## src/rtl/grid_update_scanner.sv

```systemverilog
// Per-frame cell scanner: encodes object flags per (x,y), issues only changed cells to the LCD.
// Optional BORDER_GEN_EN: walls are generated from the grid edge instead of the border input.
module grid_update_scanner #(
  parameter int GRID_W = 16,
  parameter int GRID_H = 12,
  parameter int CODE_W = 3
) (
  input  logic                      clk,
  input  logic                      nrst,
  input  logic                      start_frame,
  input  logic                      snake_head,
  input  logic                      snake_body,
  input  logic                      apple,
  input  logic                      border,
  input  logic                      game_over,
  input  logic                      cmd_done,
  output logic [$clog2(GRID_W)-1:0] x,
  output logic [$clog2(GRID_H)-1:0] y,
  output logic [CODE_W-1:0]         obj_code,
  output logic                      en_update,
  output logic                      diff,
  output logic                      init_cycle,
  output logic                      busy,
  output logic                      frame_done
);
  localparam int X_W   = $clog2(GRID_W);
  localparam int Y_W   = $clog2(GRID_H);
  localparam int CELLS = GRID_W * GRID_H;
  localparam int IDX_W = $clog2(CELLS);

  typedef enum logic [1:0] {IDLE, SCAN, WAIT_CMD, DONE} state_t;

  state_t              state, state_d;
  logic [CODE_W-1:0]   frame_mem [CELLS];
  logic [CODE_W-1:0]   cell_code;
  logic [IDX_W-1:0]    idx;
  logic                wall, issue, advance, last_cell, enter_scan;
  logic                pending, gameover_drawn;

`ifdef BORDER_GEN_EN
  logic border_unused;
  assign border_unused = border;
  assign wall = (x == '0) || (x == X_W'(GRID_W-1)) || (y == '0) || (y == Y_W'(GRID_H-1));
`else
  assign wall = border;
`endif

  // Game-over overlay: walls keep their code, everything else becomes 5.
  always_comb begin
    cell_code = '0;
    if (game_over)       cell_code = wall ? CODE_W'(4) : CODE_W'(5);
    else if (snake_head) cell_code = CODE_W'(1);
    else if (snake_body) cell_code = CODE_W'(2);
    else if (apple)      cell_code = CODE_W'(3);
    else if (wall)       cell_code = CODE_W'(4);
  end

  assign idx        = IDX_W'(y) * IDX_W'(GRID_W) + IDX_W'(x);
  assign diff       = (cell_code != frame_mem[idx]);
  assign last_cell  = (x == X_W'(GRID_W-1)) && (y == Y_W'(GRID_H-1));
  assign busy       = (state != IDLE);
  assign frame_done = (state == DONE);

  always_ff @(posedge clk) begin
    if (!nrst) state <= IDLE;
    else       state <= state_d;
  end

  always_comb begin
    state_d    = state;
    issue      = 1'b0;
    advance    = 1'b0;
    enter_scan = 1'b0;
    case (state)
      IDLE: if (start_frame || pending) begin
        state_d    = SCAN;
        enter_scan = 1'b1;
      end
      SCAN: begin
        issue = diff || init_cycle || (game_over && !gameover_drawn);
        if (issue) state_d = WAIT_CMD;
        else begin
          advance = 1'b1;
          if (last_cell) state_d = DONE;
        end
      end
      WAIT_CMD: if (cmd_done) begin
        advance = 1'b1;
        state_d = last_cell ? DONE : SCAN;
      end
      DONE: state_d = IDLE;
      default: state_d = IDLE;
    endcase
  end

  always_ff @(posedge clk) begin
    if (!nrst) begin
      x              <= '0;
      y              <= '0;
      obj_code       <= '0;
      en_update      <= 1'b0;
      init_cycle     <= 1'b1;
      pending        <= 1'b0;
      gameover_drawn <= 1'b0;
      for (int i = 0; i < CELLS; i++) frame_mem[i] <= '0;
    end else begin
      en_update <= issue;
      if (enter_scan) begin
        x <= '0;
        y <= '0;
      end else if (advance && !last_cell) begin
        if (x == X_W'(GRID_W-1)) begin
          x <= '0;
          y <= y + 1'b1;
        end else begin
          x <= x + 1'b1;
        end
      end
      if (issue) begin
        obj_code       <= cell_code;
        frame_mem[idx] <= cell_code;
      end
      // Single-deep request queue; IDLE always consumes it.
      if (state == IDLE)    pending <= 1'b0;
      else if (start_frame) pending <= 1'b1;
      if (state == DONE) init_cycle <= 1'b0;
      if (!game_over)                    gameover_drawn <= 1'b0;
      else if (state == DONE)            gameover_drawn <= 1'b1;
    end
  end
endmodule
```

## config.mk

```make
export PLATFORM = sky130hd
export DESIGN_NAME = grid_update_scanner
export DESIGN_NICKNAME = d
export VERILOG_FILES = /design/src/rtl/grid_update_scanner.sv
export SDC_FILE = /design/constraint.sdc
export NUM_CORES = 1
export LEC_CHECK = 0
export CAP_MARGIN = 40
export CORE_ASPECT_RATIO = 1.1
export CORE_UTILIZATION = 40
export CTS_BUF_LIST = sky130_fd_sc_hd__clkbuf_16
export DETAILED_ROUTE_END_ITERATION = 7
export PLACE_DENSITY_LB_ADDON = 0.05
export RECOVER_POWER = 25
export SLEW_MARGIN = 20
export SYNTH_ARGS = -nofsm -noshare
export SYNTH_HDL_FRONTEND = slang
export SYNTH_SLANG_ARGS = --single-unit
```

## constraint.sdc

```tcl
create_clock -name clk -period 3.77 [get_ports clk]
set_input_delay 0.5655 -clock clk [delete_from_list [all_inputs] [get_ports clk]]
set_output_delay 0.5655 -clock clk [all_outputs]
set_load 0.005 [all_outputs]
```

After elaboration in Yosys (flattened, before gate mapping)
Memory sizes are Yosys's and may differ from the RTL's.
Index checks and enable logic that the tools add are counted.
- flip-flop bits (word level): 17
- memory bits (writable): 576
- input bits: 9
- output and inout port bits: 16
- memories kept: 1
- memory list (memory ; depth ; bits a word ; read ports ; clocked after memory_dff ; write ports ; line ; text):
    frame_mem ; 192 ; 3 ; 1 ; 0 ; 192 ; 34 ; logic [CODE_W-1:0] frame_mem [CELLS];
- $add $sub $neg: 3
- equal/unequal tests: 9
- mux-type cells: 26
- bitwise logic cells: 1
- reduce and logical (&&, ||, !) cells: 16
- operator list (kind ; number):
    2-to-1 mux 3 bit ; 6
    2-to-1 mux 1 bit ; 11
    2-to-1 mux 2 bit ; 5
    adder 4 x 1 -> 4 bit (second input constant) ; 2
    adder 8 x 4 -> 8 bit ; 1
    == test 4 bit (second input constant) ; 2
    2-to-1 mux 8 bit ; 1
    one-hot mux 2 bit (4 select lines) ; 1
    == test 2 bit (second input constant) ; 2
    2-to-1 mux 4 bit ; 1
    != test 2 bit (second input constant) ; 2
    AND reduction 2 bit ; 2
    OR reduction 2 bit ; 2
    logical AND 1 bit ; 3
    logical OR 1 bit ; 3
    != test 3 bit ; 1
    != test 3 bit (second input constant) ; 1
    AND reduction 3 bit ; 1
    OR reduction 3 bit ; 1
    == test 2 x 1 -> 1 bit (second input constant) ; 1
    logical NOT 1 bit ; 2
    logical NOT 2 bit ; 1
    one-hot mux 1 bit (2 select lines) ; 1
    nonzero test 2 bit ; 1
    inverter 1 bit ; 1

Depth between registers and ports, before layout
Gate-level depths: netlist (run 1).
- word-level depth: 14
- mapped depth: 19
- mapped depth without buffers: 10

Least setup slack after synthesis (run 1)
No wires, ideal clock.
- path kind: register to register
- from: register x[1]
- to: memory frame_mem[225][0], enable pin
- setup time: 0.319 ns
- data arrival time: 3.576 ns
- required time: 3.451 ns
- setup slack: -0.125 ns
- stages on the path, launching flop included: 17
- path buffers: 7
- cells stage by stage: dfxtp_1 > buf_6 > buf_4 > buf_4 > buf_2 > mux4_2 > a2111oi_0 > a22oi_1 > nand3_1 > a31oi_1 > o221ai_4 > o31ai_4 > buf_6 > or3_1 > buf_2 > buf_2 > nor2_1
- RTL lines (element ; line ; text):
    start, declared ; 17 ; output logic [$clog2(GRID_W)-1:0] x,
    start signal, assigned ; 116 ; x <= x + 1'b1;
    end, declared ; 34 ;

Worst setup path in the final report (run 1)
- from: register x[0]
- to: output diff
- cells in the longest elaborated chain, start to end: 3
- RTL lines (element ; line ; text):
    adder 8 x 4 -> 8 bit ; 58 ; assign idx = IDX_W'(y) * IDX_W'(GRID_W) + IDX_W'(x);
    memory (192 x 3 bit) ; - ;
    != test 3 bit ; 59 ; assign diff = (cell_code != frame_mem[idx]);
    end, declared ; 21 ; output logic diff,
Every way passes these cells.

==> results.yml, run 1 <==
route:
  routed_via_density: 6.03
  initialDrtViolationCount: 3002
  ant_nets: 0
  drc: 0
  wl_per_cell_um: 33.9
  wl_um: 149000
  vias: 26400
  drtPass1Iterations: 6
logic_synthesis:
  synth_top_area_cell: "edfxtp_1"
  synth_edf_count: 768
  yosys-top-cells-count: "768 x edfxtp_1, 496 x nor2_1, 217 x nand2_1"
  synth_most_common_cell: "edfxtp_1"
  synthDistinctLibCells: 79
  synth_top_cell_area_share: 0.631
  async_flop_share: 0
  ys_warn_count: 0
  synth_nets: 2724
  synth.area.top_cells: "edfxtp_1 63%, mux4_2 9.4%, nor2_1 5.1%"
  syn_area_sq_um: 36600
  synth_ff_type: "edfxtp_1"
  avgSynthCellArea_sq_um: 13.5
  netlist_instances: 2703
  ys_seq_elements: 785
  yosysSeqAreaShare: 0.640
floorplanning:
  rows: 115
  fp.dieW_um: 290
  start_util: 0.407
  die_area_sq_um: 92700
  dieHeight_um: 319
  core_sq_um: 89900
  io_pins: 25
min_path:
  holdPathStages: 2
  hold_path_end: "init_cycle"
  hold_class: "reg2reg"
  hp-start: "init_cycle"
power:
  powerDensity_nw_per_um2: 416
  p_total_mw: 19.9
  p_leak_nw: 16.0
  peakVddDrop_v: 0.000338
worst_setup_path:
  critPathTopFamily: "buffers and inverters"
  crit_buf_inv: 6
  required_ns: 3.20
  cp_max_fo: 6
  cp-end-kind: "output port"
  cp-start-kind: "register"
  r2r_end: "frame_mem[102][2]"
  r2r-start: "x[1]"
  rrSetupSlack_ns: -0.73
  arrival_ns: 3.93
  path_class: "reg2out"
  slowest_delay_ns: 0.57
  cp_slowest_cell: "mux4_2"
  path_cells: "buf_12 > buf_12 > buf_8 > mux4_2 > a2111oi_4 > buf_4 > a22oi_1 > nand3_1 > a311o_1 > o221ai_4 > buf_6 > or2_4 > buf_6"
  rr_worst_depth: 17
sta:
  worst_pin_slew_ns: 2.38
  finalWorstSetupSlack_ns: -0.728
  fin_crit_sh: 1.19
  slew_headroom: -0.589
  fin_skew_ns: 0.0290
  min_period_ns: 4.50
  setup_violations: 1359
  final_hold_viol_count: 0
  rsz0062_at_grt: "yes"
  final_max_slew_viol_count: 37
  max_freq_ghz: 0.222
job:
  maxCapViolations: 1
placed_design:
  place_area_sq_um: 41000
  dp_hpwl_um: 102000
  port_buffers: 24
  place.gp.congestion: 0.958
final_layout:
  postLayoutCellArea_sq_um: 47800
  nFillCells: 7526
  drive_above_1_share: 0.367
  final_util: 0.531
  antenna_cells: 0
  final_nets: 3160
  syn_to_final_growth_pct: 30.6
clock_network:
  clkTransAtPathRegs_ns: 0.06
  worst_skew_pair.late_latency_ns: 0.67
  cts_root_buf: "clkbuf_16"
  cts_tree: "done"
  htree_num_levels: 3
  cts.sinks: 785
  cts_made_buffers: 87
  clock_path_buffers: 3
global_routing:
  grt_max_degree: 142
  grt_usage: 0.311
  grt_pass1_wl_um: 201000
  antenna_found_initial: 1
  grt_pass1_vias: 26100
  grt.overflow.total: 0
status:
  violations: "capacitance limit, slew limit, setup timing"
  status: "finished, violations left"
[report_power, final]
| part | switching, mW | leakage (nW) | total, mW | internal, mW |
|---|---|---|---|---|
| clock | 3.62 | 1.38 | 8.23 | 4.62 |
| sequential | 0.0973 | 7.82 | 9.89 | 9.80 |
| combinational | 1.02 | 6.76 | 1.77 | 0.747 |
| total | 4.74 | 16.0 | 19.9 | 15.2 |
[through the flow]
stage	hold slack (ns)	setup WS [ns]	TNS (ns)	instances
finish	0.471	-0.728	-743.30	4378
global route	0.498	-0.795	-840.20	4378
CTS	0.457	-0.669	-660.46	4317
detailed placement	0.467	-1.03	-1207.99	4077
global placement	0.458	-1.08	-1217.97	4073
floorplan	0.459	-0.0118	-0.807	2703
[sequential cells by signal (all words and copies together), names as in the netlist, 2 cells and up]
signal and flops:
x 4, frame_mem 768, y 4, state 2, obj_code 3
[worst max-delay path by stage]
stage / from / to / slack [ns] / cells after the start
final: x[0] / diff / -0.73 / 13
after CTS: x[1] / diff / -0.67 / 12
after detailed placement: x[0] / frame_mem[16][1] / -1.03 / 14
after global placement: x[0] / frame_mem[143][0] / -1.08 / 16
after floorplan: x[1] / frame_mem[199][0] / -0.01 / 14
after global routing: x[0] / diff / -0.80 / 13
[cells by family after synthesis]
group           synth area share
buf+inv                   0.0439
mux                        0.121
fa+ha+maj                0.00410
compound gates            0.0633
flops                      0.640
simple gates               0.127
[final cells by class]
type / instances / area [sq um] / area share
clock buffers: 87 / 2180 / 0.0456
clock inverters: 71 / 528 / 0.0111
inverters: 22 / 88.8 / 0.00186
multi-input cells: 1641 / 13500 / 0.282
flip-flops and latches: 785 / 23400 / 0.490
well taps: 1170 / 1460 / 0.0306
repair buffers: 602 / 6610 / 0.138
[layer usage]
metal	global-route usage	part of all wire	vias to the layer above
li1	-	-	11100
met1	0.407	0.39	13700
met3	0.0456	0.075	341
met2	0.511	0.48	1355
met5	0	0	-
met4	0.145	0.053	0
[what timing repair did]
| action | 4_1_cts | 5_1_grt |
|---|---|---|
| pin swaps | 37 | 69 |
| resized for setup | 255 | 376 |
| hold buffers | 0 | 0 |
| setup buffers | 66 | 50 |
| endpoints found under the setup margin | 1359 | 1359 |
| endpoints found under the hold margin | 0 | 0 |
| gates cloned | 17 | 23 |
[worst min-delay path, stage by stage, from the launching register on]
cell and delay (ns):
dfxtp_1 0.32, inv_1 0.05, o21ai_0 0.06
[cells in the final DEF (no fill, tap or decap), types with 37 or more instances in the layout]
cell and n:
edfxtp_1 768, o21ai_0 107, and3_1 37, nor2b_1 48, mux2i_1 76, mux4_2 153
buf_4 388, o21ai_4 38, clkbuf_16 103, buf_6 47, nor2_1 418, nand2_1 216
buf_12 92, nor2_4 61
(Power assumes the default switching activity.)
==> run 2, diff against run 1 <==
--- a/config.mk
+++ b/config.mk
@@ -8,9 +8,10 @@
 export CAP_MARGIN = 40
 export CORE_ASPECT_RATIO = 1.1
-export CORE_UTILIZATION = 40
+export CORE_UTILIZATION = 35
 export CTS_BUF_LIST = sky130_fd_sc_hd__clkbuf_16
 export DETAILED_ROUTE_END_ITERATION = 7
 export PLACE_DENSITY_LB_ADDON = 0.05
 export RECOVER_POWER = 25
+export SKIP_CTS_REPAIR_TIMING = 1
 export SLEW_MARGIN = 20
 export SYNTH_ARGS = -nofsm -noshare
==> constraint.sdc (replaced) <==
create_clock -name clk -period 3.77 [get_ports clk]
set_input_delay 0.754 -clock clk [delete_from_list [all_inputs] [get_ports clk]]
set_output_delay 0.754 -clock clk [all_outputs]
set_load 0.005 [all_outputs]
==> run 2 against run 1 <==
The flow still finishes with violations (capacitance limit, slew limit, setup timing). Register-to-register slack got worse by 0.13 ns. Via count shrank 1.5%. Clock-buffer cell count down 1. Maximum frequency shrank 3.7%. Clock skew barely moved. Final cell count is 5.4% higher. Sequential share of layout area increased by 1.6 points. Worst setup slack worse by 0.17 ns. First-iteration DRC count down 7.5%. Largest cell class unchanged.
==> results.yml, run 2 (synthesis results as in run 1) <==
status:
  status: "finished, violations left"
  violations: "capacitance limit, slew limit, setup timing"
clock_network:
  cts_tree: "done"
  clkTransAtPathRegs_ns: 0.06
  cts.sinks: 785
  cts_made_buffers: 86
  worst_skew_pair.late_latency_ns: 0.68
  htree_num_levels: 3
  cts_root_buf: "clkbuf_16"
  clock_path_buffers: 3
worst_setup_path:
  slowest_delay_ns: 0.58
  critPathTopFamily: "compound AO/OA/AOI/OAI gates"
  r2r-start: "x[0]"
  cp_max_fo: 7
  arrival_ns: 3.91
  rrSetupSlack_ns: -0.86
  path_class: "reg2out"
  crit_top_cell: "buf_4"
  crit_buf_inv: 5
  cp_slowest_cell: "mux4_2"
  path_cells: "buf_12 > clkbuf_16 > mux4_2 > a22oi_2 > buf_4 > nand4_1 > a31o_2 > a31oi_1 > buf_4 > o221ai_4 > or2_4 > buf_6"
  cp-start-kind: "register"
  rr_worst_depth: 18
  cp-end-kind: "output port"
  r2r_end: "frame_mem[143][1]"
  required_ns: 3.02
sta:
  finalWorstSetupSlack_ns: -0.899
  final_max_slew_viol_count: 62
  rsz0062_at_grt: "yes"
  slew_headroom: -0.822
  worst_pin_slew_ns: 2.73
  final_hold_viol_count: 0
  fin_skew_ns: 0.0293
  max_freq_ghz: 0.214
  min_period_ns: 4.67
  setup_violations: 1359
  fin_crit_sh: 1.24
final_layout:
  layout_commonest_cell: "edfxtp_1"
  largestRegisters: "frame_mem x768, x x4, y x4"
  final_nets: 3177
  mostFrequentLayoutCells: "768 x edfxtp_1, 474 x buf_4, 471 x nor2_1"
  largest_reg_flops: 768
  nFillCells: 9447
  drive_above_1_share: 0.328
  syn_to_final_growth_pct: 26.5
  instances_no_fill: 4616
  regMostFlops: "frame_mem"
min_path:
  holdPathStages: 2
  hold_path_end: "init_cycle"
  hp-start: "init_cycle"
  hold_class: "reg2reg"
placed_design:
  post-place-ws_ns: -0.810
  port_buffers: 24
  dp_hpwl_um: 105000
  placed_cells: 4379
  place.gp.congestion: 0.963
route:
  routed_via_density: 5.64
  ant_nets: 0
  drtPass1Iterations: 6
  initialDrtViolationCount: 2778
  wl_um: 147000
  vias: 26000
  drc: 0
  wl_per_cell_um: 31.9
power:
  p_total_mw: 19.9
  powerDensity_nw_per_um2: 429
  p_leak_nw: 15.4
  peakVddDrop_v: 0.000307
global_routing:
  grt.overflow.total: 0
  antenna_found_initial: 1
  grt_max_degree: 64
  grt_usage: 0.275
  grt_pass1_vias: 26100
  grt_pass1_wl_um: 202000
floorplanning:
  io_pins: 25
  rows: 124
  die_area_sq_um: 106000
  dieHeight_um: 341
  fp.dieW_um: 310
  core_sq_um: 104000
  start_util: 0.352
job:
  maxCapViolations: 2
-- run 2: how the worst max path moves through the flow --
stage,from,endpoint,slack (ns),cells past startpoint
6_report,x[0],diff,-0.90,12
3_5_place_dp,x[1],frame_mem[139][2],-0.81,17
3_3_place_gp,x[0],frame_mem[139][2],-0.80,15
4_1_cts,x[1],diff,-1.53,13
5_1_grt,x[0],diff,-0.94,13
2_1_floorplan,x[1],frame_mem[199][0],-0.01,14
-- run 2: cell type report --
| class | count | area (sq um) | area share |
|---|---|---|---|
| Multi-Input combinational cell | 1639 | 12300 | 0.265 |
| Clock buffer | 86 | 2150 | 0.0465 |
| Tap cell | 1386 | 1730 | 0.0375 |
| Clock inverter | 73 | 602 | 0.0130 |
| Inverter | 22 | 90.1 | 0.00195 |
| Sequential cell | 785 | 23400 | 0.506 |
| Timing Repair Buffer | 622 | 6010 | 0.130 |
| Antenna cell | 3 | 7.51 | 0.000162 |
-- run 2: power by group --
group	leakage (nW)	internal [mW]	switching [mW]	total (mW)
combinational	6.18	0.617	0.952	1.57
clock	1.41	4.77	3.66	8.43
sequential	7.82	9.79	0.0809	9.87
total	15.4	15.2	4.69	19.9
-- run 2: worst reg2reg max path: stages, from the launching register on --
cell       delay, ns
dfxtp_4         0.43
buf_12          0.18
clkbuf_16       0.22
mux4_2          0.58
a22oi_2         0.35
buf_4           0.18
nand4_1         0.10
a31o_2          0.31
a31oi_1         0.19
buf_4           0.15
o221ai_4        0.12
buf_6           0.15
o31ai_4         0.30
buf_12          0.19
or2_4           0.30
buf_6           0.16
buf_8           0.13
o21ai_1         0.08
buf_4           0.28
-- run 2: per-layer routing --
metal  GRT usage  routed length [um]  up-vias  share of wire
li1            -                   -    11100              -
met1       0.363               60300    13600           0.41
met2       0.451               71200     1061           0.48
met3      0.0414                9940      270          0.067
met4       0.111                5980        0          0.041
met5           0                   0        -              0
-- run 2: stage by stage --
step,hold WS (ns),setup TNS (ns),utilization,area [sq um]
global route,0.490,-842.70,0.446,46300
floorplan,0.459,-0.807,-,36600
detailed placement,0.465,-822.98,0.404,41900
global placement,0.461,-810.82,0.403,41800
finish,0.469,-784.61,0.446,46300
CTS,0.473,-871.31,0.430,44600
